[src/rtl/sirv_aon_regvec_ctrl_pkg.sv]
// Shared encodings for the always-on register-vector write sequencer and its arbiter.
package sirv_aon_regvec_ctrl_pkg;

   typedef enum logic [1:0] {StIdle, StWr, StChk, StRsp} state_e;

   localparam logic REQ_BUS = 1'b0;
   localparam logic REQ_PMU = 1'b1;

   localparam logic [19:0] DEFAULT_KEY = 20'h51F15;

endpackage

[src/rtl/sirv_aon_rr_arb2.sv]
// Two-way round-robin arbiter: on a tie, grant the requester not served last.
module sirv_aon_rr_arb2
   import sirv_aon_regvec_ctrl_pkg::*;
(
   input  logic       clk_i,
   input  logic       reset_i,
   input  logic       en_i,
   input  logic [1:0] req_i,
   output logic [1:0] gnt_o
);

   logic last_q, last_d;

   // Bit 0 is the bus, bit 1 is the PMU.
   always_comb begin
      gnt_o = 2'b00;
      if (en_i) begin
         unique case (req_i)
            2'b01:   gnt_o = 2'b01;
            2'b10:   gnt_o = 2'b10;
            2'b11:   gnt_o = (last_q == REQ_PMU) ? 2'b01 : 2'b10;
            default: gnt_o = 2'b00;
         endcase
      end
   end

   always_comb begin
      last_d = last_q;
      if (|gnt_o) last_d = gnt_o[1];
   end

   always_ff @(posedge clk_i) begin
      if (reset_i) last_q <= REQ_PMU;
      else         last_q <= last_d;
   end

endmodule

[src/rtl/sirv_aon_regvec_ctrl.sv]
// Write sequencer for the always-on register bank: arbitrates bus/PMU, writes, verifies by
// readback and returns a one-cycle response. Bus writes to protected registers need a key.
module sirv_aon_regvec_ctrl
   import sirv_aon_regvec_ctrl_pkg::*;
#(
   parameter int unsigned     NREG      = 4,
   parameter int unsigned     DW        = 20,
   parameter int unsigned     AW        = 3,
   parameter logic [DW-1:0]   KEY       = DW'(DEFAULT_KEY),
   parameter logic [NREG-1:0] PROT_MASK = NREG'(4'b0011)
) (
   input  logic               clock_i,
   input  logic               reset_i,
   input  logic               bus_req_valid_i,
   output logic               bus_req_ready_o,
   input  logic [AW-1:0]      bus_req_addr_i,
   input  logic [DW-1:0]      bus_req_wdata_i,
   output logic               bus_rsp_valid_o,
   output logic               bus_rsp_err_o,
   input  logic               pmu_req_valid_i,
   output logic               pmu_req_ready_o,
   input  logic [AW-1:0]      pmu_req_addr_i,
   input  logic [DW-1:0]      pmu_req_wdata_i,
   output logic               pmu_rsp_valid_o,
   output logic               pmu_rsp_err_o,
   output logic [NREG-1:0]    rv_en_o,
   output logic [DW-1:0]      rv_d_o,
   input  logic [NREG*DW-1:0] rv_q_i,
   output logic               unlocked_o
);

   localparam int unsigned   IW       = (NREG > 1) ? $clog2(NREG) : 1;
   localparam logic [AW-1:0] KEY_ADDR = AW'(NREG);

   state_e          state_q, state_d;
   logic            id_q, id_d;
   logic [AW-1:0]   addr_q, addr_d;
   logic [DW-1:0]   data_q, data_d;
   logic            err_q, err_d;
   logic            unlocked_q, unlocked_d;

   logic [1:0]      gnt;
   logic            sel_pmu;
   logic [AW-1:0]   req_addr;
   logic [DW-1:0]   req_data;
   logic [DW-1:0]   rv_q_arr [NREG];

   for (genvar i = 0; i < NREG; i++) begin : g_unpack
      assign rv_q_arr[i] = rv_q_i[i*DW +: DW];
   end

   sirv_aon_rr_arb2 u_arb (
      .clk_i   (clock_i),
      .reset_i (reset_i),
      .en_i    (state_q == StIdle),
      .req_i   ({pmu_req_valid_i, bus_req_valid_i}),
      .gnt_o   (gnt)
   );

   assign sel_pmu  = gnt[1];
   assign req_addr = sel_pmu ? pmu_req_addr_i : bus_req_addr_i;
   assign req_data = sel_pmu ? pmu_req_wdata_i : bus_req_wdata_i;

   always_comb begin
      state_d    = state_q;
      id_d       = id_q;
      addr_d     = addr_q;
      data_d     = data_q;
      err_d      = err_q;
      unlocked_d = unlocked_q;
      unique case (state_q)
         StIdle: begin
            if (|gnt) begin
               id_d    = sel_pmu ? REQ_PMU : REQ_BUS;
               addr_d  = req_addr;
               data_d  = req_data;
               err_d   = 1'b0;
               state_d = StRsp;
               // Any accepted bus request spends the key unless it is itself a correct key.
               if (!sel_pmu) unlocked_d = (req_addr == KEY_ADDR) && (req_data == KEY);
               if (req_addr > KEY_ADDR) begin
                  err_d = 1'b1;
               end else if (req_addr == KEY_ADDR) begin
                  err_d = sel_pmu || (req_data != KEY);
               end else if (!sel_pmu && PROT_MASK[req_addr[IW-1:0]] && !unlocked_q) begin
                  err_d = 1'b1;
               end else begin
                  state_d = StWr;
               end
            end
         end
         StWr:    state_d = StChk;
         StChk: begin
            err_d   = (rv_q_arr[addr_q[IW-1:0]] != data_q);
            state_d = StRsp;
         end
         StRsp:   state_d = StIdle;
         default: state_d = StIdle;
      endcase
   end

   always_ff @(posedge clock_i) begin
      if (reset_i) begin
         state_q    <= StIdle;
         id_q       <= REQ_BUS;
         addr_q     <= '0;
         data_q     <= '0;
         err_q      <= 1'b0;
         unlocked_q <= 1'b0;
      end else begin
         state_q    <= state_d;
         id_q       <= id_d;
         addr_q     <= addr_d;
         data_q     <= data_d;
         err_q      <= err_d;
         unlocked_q <= unlocked_d;
      end
   end

   // Enable and response are suppressed while reset is held so an aborted op leaves no trace.
   always_comb begin
      rv_en_o = '0;
      if (state_q == StWr && !reset_i) rv_en_o[addr_q[IW-1:0]] = 1'b1;
   end

   assign rv_d_o          = data_q;
   assign unlocked_o      = unlocked_q;
   assign bus_req_ready_o = (state_q == StIdle);
   assign pmu_req_ready_o = (state_q == StIdle);
   assign bus_rsp_valid_o = (state_q == StRsp) && (id_q == REQ_BUS) && !reset_i;
   assign pmu_rsp_valid_o = (state_q == StRsp) && (id_q == REQ_PMU) && !reset_i;
   assign bus_rsp_err_o   = bus_rsp_valid_o && err_q;
   assign pmu_rsp_err_o   = pmu_rsp_valid_o && err_q;

endmodule

[config.mk]
export PLATFORM = sky130hd
export DESIGN_NAME = sirv_aon_regvec_ctrl
export DESIGN_NICKNAME = d
export VERILOG_FILES = /design/src/rtl/sirv_aon_regvec_ctrl_pkg.sv /design/src/rtl/sirv_aon_rr_arb2.sv /design/src/rtl/sirv_aon_regvec_ctrl.sv
export SDC_FILE = /design/constraint.sdc
export NUM_CORES = 1
export LEC_CHECK = 0
export BUFFER_PORTS_ARGS = -buffer_cell sky130_fd_sc_hd__buf_2
export CORE_UTILIZATION = 43
export CTS_BUF_LIST = sky130_fd_sc_hd__clkbuf_4 sky130_fd_sc_hd__clkbuf_8
export DETAILED_ROUTE_END_ITERATION = 12
export PLACE_DENSITY = 0.84
export SLEW_MARGIN = 15
export SYNTH_ARGS = -nofsm -noshare
export SYNTH_HDL_FRONTEND = slang
export SYNTH_HIERARCHICAL = 1
export SYNTH_SLANG_ARGS = --single-unit
[constraint.sdc]
create_clock -name clock_i -period 2.2 [get_ports clock_i]
set_input_delay 0.44 -clock clock_i [delete_from_list [all_inputs] [get_ports clock_i]]
set_output_delay 0.44 -clock clock_i [all_outputs]
set_load 0.02 [all_outputs]
==> impl_metrics.env <==
export IMPL_fin_crit_ns=2.11
export IMPL_period_share_pct=96.0
export IMPL_route_detailed_drc=0
export IMPL_yosysTopAreaCellShare_pct=24.8
export IMPL_netlist_instances=227
export IMPL_io_buffers=160
export IMPL_die_area_um2=5560
export IMPL_num_vias=2572
export IMPL_crit_path_end_kind="register"
export IMPL_dp_hpwl_mm=6.25
export IMPL_synth_area_um2=2260
export IMPL_cp_arrival_ns=2.27
export IMPL_clockBufferDepth=2
export IMPL_routed_via_density=5.58
export IMPL_synth_seq_cells=28
export IMPL_crit_type="register to register"
export IMPL_async_flop_share_pct=0
export IMPL_avgSynthCellArea_um2=9.97
export IMPL_wl_mm=7.61
export IMPL_yosys_area_top_type="dfxtp_1"
export IMPL_start_util_pct=44.6
export IMPL_cts_hold_fix_buffers=0
export IMPL_cap_violations=0
export IMPL_grt_pass1_vias=2311
export IMPL_antenna_cells=0
export IMPL_worstSkewPairLatency_ns=0.28
export IMPL_grtUsageMet1_pct=29.9
export IMPL_yosysUniqueCellTypes=39
export IMPL_use_met2_pct=47.7
export IMPL_die_y_um=74.6
export IMPL_wl_per_cell_um=16.5
export IMPL_ys_flop_type="dfxtp_1"
export IMPL_clock_sinks=28
export IMPL_reg2regPathDepth=7
export IMPL_finalSetupTns_ns=0
export IMPL_cts_made_buffers=3
export IMPL_startpoint_type="register"
export IMPL_final_cell_area_um2=3360
export IMPL_crit_fanout=6
export IMPL_fin_ws_ns=0.0881
export IMPL_clockRootBuffer="clkbuf_8"
export IMPL_cts_tree="built"
export IMPL_slew_headroom_pct=69.2
export IMPL_dp_slack_ns=-0.107
export IMPL_crit_required_ns=2.36
export IMPL_synth_edf_count=0
export IMPL_nets=526
export IMPL_num_rows=26
export IMPL_status="finished, final reports clean"
export IMPL_finalNonFillerCells=461
export IMPL_p_per_area_nw_per_um2=1190
export IMPL_grt_usage_pct=25.9
export IMPL_worst_ir_drop_vdd_mv=0.769
export IMPL_finalPower_mw=3.98
export IMPL_busiest_layer="met2"
export IMPL_skew_ns=0.00330
export IMPL_rsz0062_at_grt="yes"
export IMPL_die_w_um=74.6
export IMPL_synth_area_top_cells="dfxtp_1, mux4_1, mux2i_1, mux4_2, a211oi_1"
export IMPL_tightest_slew_ns=0.461
export IMPL_dp_cells=451
export IMPL_antenna_found_initial=0
export IMPL_drtPass1Iterations=5
export IMPL_ys_warnings_count=6
export IMPL_gp_congestion=0.864
export IMPL_clock_fmax_mhz=474
export IMPL_place_area_um2=3170
export IMPL_ant_nets=0
export IMPL_syn2layout_area_growth_pct=48.4
export IMPL_gr_usage_met3_pct=4.07
export IMPL_drt_iter0_drc=88
export IMPL_drive_gt1_share_pct=54.0
export IMPL_path_clk_slew_ns=0.10
export IMPL_grt_max_degree=31
export IMPL_grt_first_pass_wirelength_mm=10.7
export IMPL_ctsHtreeMaxLevel=1
export IMPL_design_portCount=161
export IMPL_yosysSeqAreaShare_pct=24.8
export IMPL_hp_class="register to register"
export IMPL_final_setup_viol_count=0
export IMPL_whs_path_depth=2
export IMPL_coreArea_um2=5070
export IMPL_hold_viol=0
export IMPL_drv_slew=0
export IMPL_gr_total_overflow=0
export IMPL_syn_nets=361
export IMPL_p_leak_nw=1.57
==> path summary, 6_finish.rpt <==
path,from,to,slack [ns]
max,addr_q[0],err_q,0.09
min,id_q,id_q,0.50
max reg2reg,addr_q[0],err_q,0.09
min reg2reg,id_q,id_q,0.50
==> synthesized netlist by cell type, drive strengths merged, types with 2 or more instances <==
| master | n |
|---|---|
| buf | 9 |
| a211oi | 23 |
| inv | 5 |
| xnor2 | 8 |
| and2 | 2 |
| nand2 | 10 |
| nand4 | 4 |
| o31ai | 2 |
| a21oi | 7 |
| nor4 | 5 |
| mux2i | 23 |
| xor2 | 12 |
| dfxtp | 28 |
| clkbuf | 11 |
| nor2b | 4 |
| and3 | 2 |
| nand3 | 2 |
| ha | 4 |
| o21ai | 4 |
| mux4 | 20 |
| nor2 | 30 |
==> routing by layer <==
| metal | part of all wire [%] | vias to the layer above |
|---|---|---|
| met3 | 7.6 | 24 |
| li1 | - | 1188 |
| met5 | 0 | - |
| met1 | 37 | 1210 |
| met4 | 2.9 | 0 |
| met2 | 53 | 150 |
==> logic make-up (layout without fill, tap and decap cells) <==
family / after synthesis / count (layout) / synth area share (%)
XOR/XNOR: 20 / 20 / 7.74
multiplexers: 43 / 43 / 31.9
adder cells (fa/ha/maj): 4 / 4 / 2.21
flip-flops: 28 / 28 / 24.8
AO/OA/AOI/OAI: 44 / 44 / 13.7
AND/OR/NAND/NOR: 63 / 63 / 14.1
buffers and inverters: 25 / 189 / 5.64
==> repair_timing <==
| action | CTS | global route |
|---|---|---|
| endpoints found under the setup margin | 2 | 22 |
| buffers inserted | 0 | 6 |
| cloned | 0 | 0 |
| pin swaps | 0 | 10 |
| gates resized for setup | 3 | 21 |
==> critical path: stages (launching register included) <==
cell,delay (ns)
dfxtp_4,0.41
buf_4,0.15
mux4_1,0.55
xor2_1,0.17
nor4_2,0.27
nand3_1,0.15
o31ai_2,0.21
a211oi_1,0.09
==> stage by stage <==
step	utilization, %	hold WS, ns
floorplan	-	0.454
global placement	62.5	0.481
detailed placement	62.5	0.487
CTS	64.0	0.497
global route	66.2	0.506
finish	66.2	0.496
==> state kept, by name (all words and copies together) (netlist names) <==
signal and count:
addr_q 2, err_q 1, id_q 1, rv_d_o 20, state_q 2, u_arb/last_q 1
unlocked_o 1
==> power breakdown <==
part	internal (mW)	total, mW	switching, mW
Sequential	0.734	0.967	0.232
Clock	0.244	0.414	0.170
Combinational	1.23	2.60	1.37
Total	2.20	3.98	1.78
==> cells in the final DEF, fill, tap and decap left out, drive strengths merged, types with 2 or more instances in the layout <==
cell type | Yosys | final
buf | 9 | 180
nor2 | 30 | 30
dfxtp | 28 | 28
a211oi | 23 | 23
mux2i | 23 | 23
mux4 | 20 | 20
xor2 | 12 | 12
nand2 | 10 | 10
xnor2 | 8 | 8
a21oi | 7 | 7
inv | 5 | 5
nor4 | 5 | 5
o21ai | 4 | 4
nand4 | 4 | 4
nor2b | 4 | 4
ha | 4 | 4
clkbuf | 11 | 3
and2 | 2 | 2
and3 | 2 | 2
nand3 | 2 | 2
o31ai | 2 | 2
==> cell type report <==
| type | count | area (um^2) |
|---|---|---|
| clock buffers | 3 | 41.3 |
| clock inverters | 1 | 30.0 |
| fillers | 416 | 1720 |
| inverters | 5 | 23.8 |
| multi-input cells | 174 | 1630 |
| flip-flops and latches | 28 | 572 |
| well taps | 70 | 87.6 |
| repair buffers | 180 | 970 |
(Power assumes the default switching activity.)
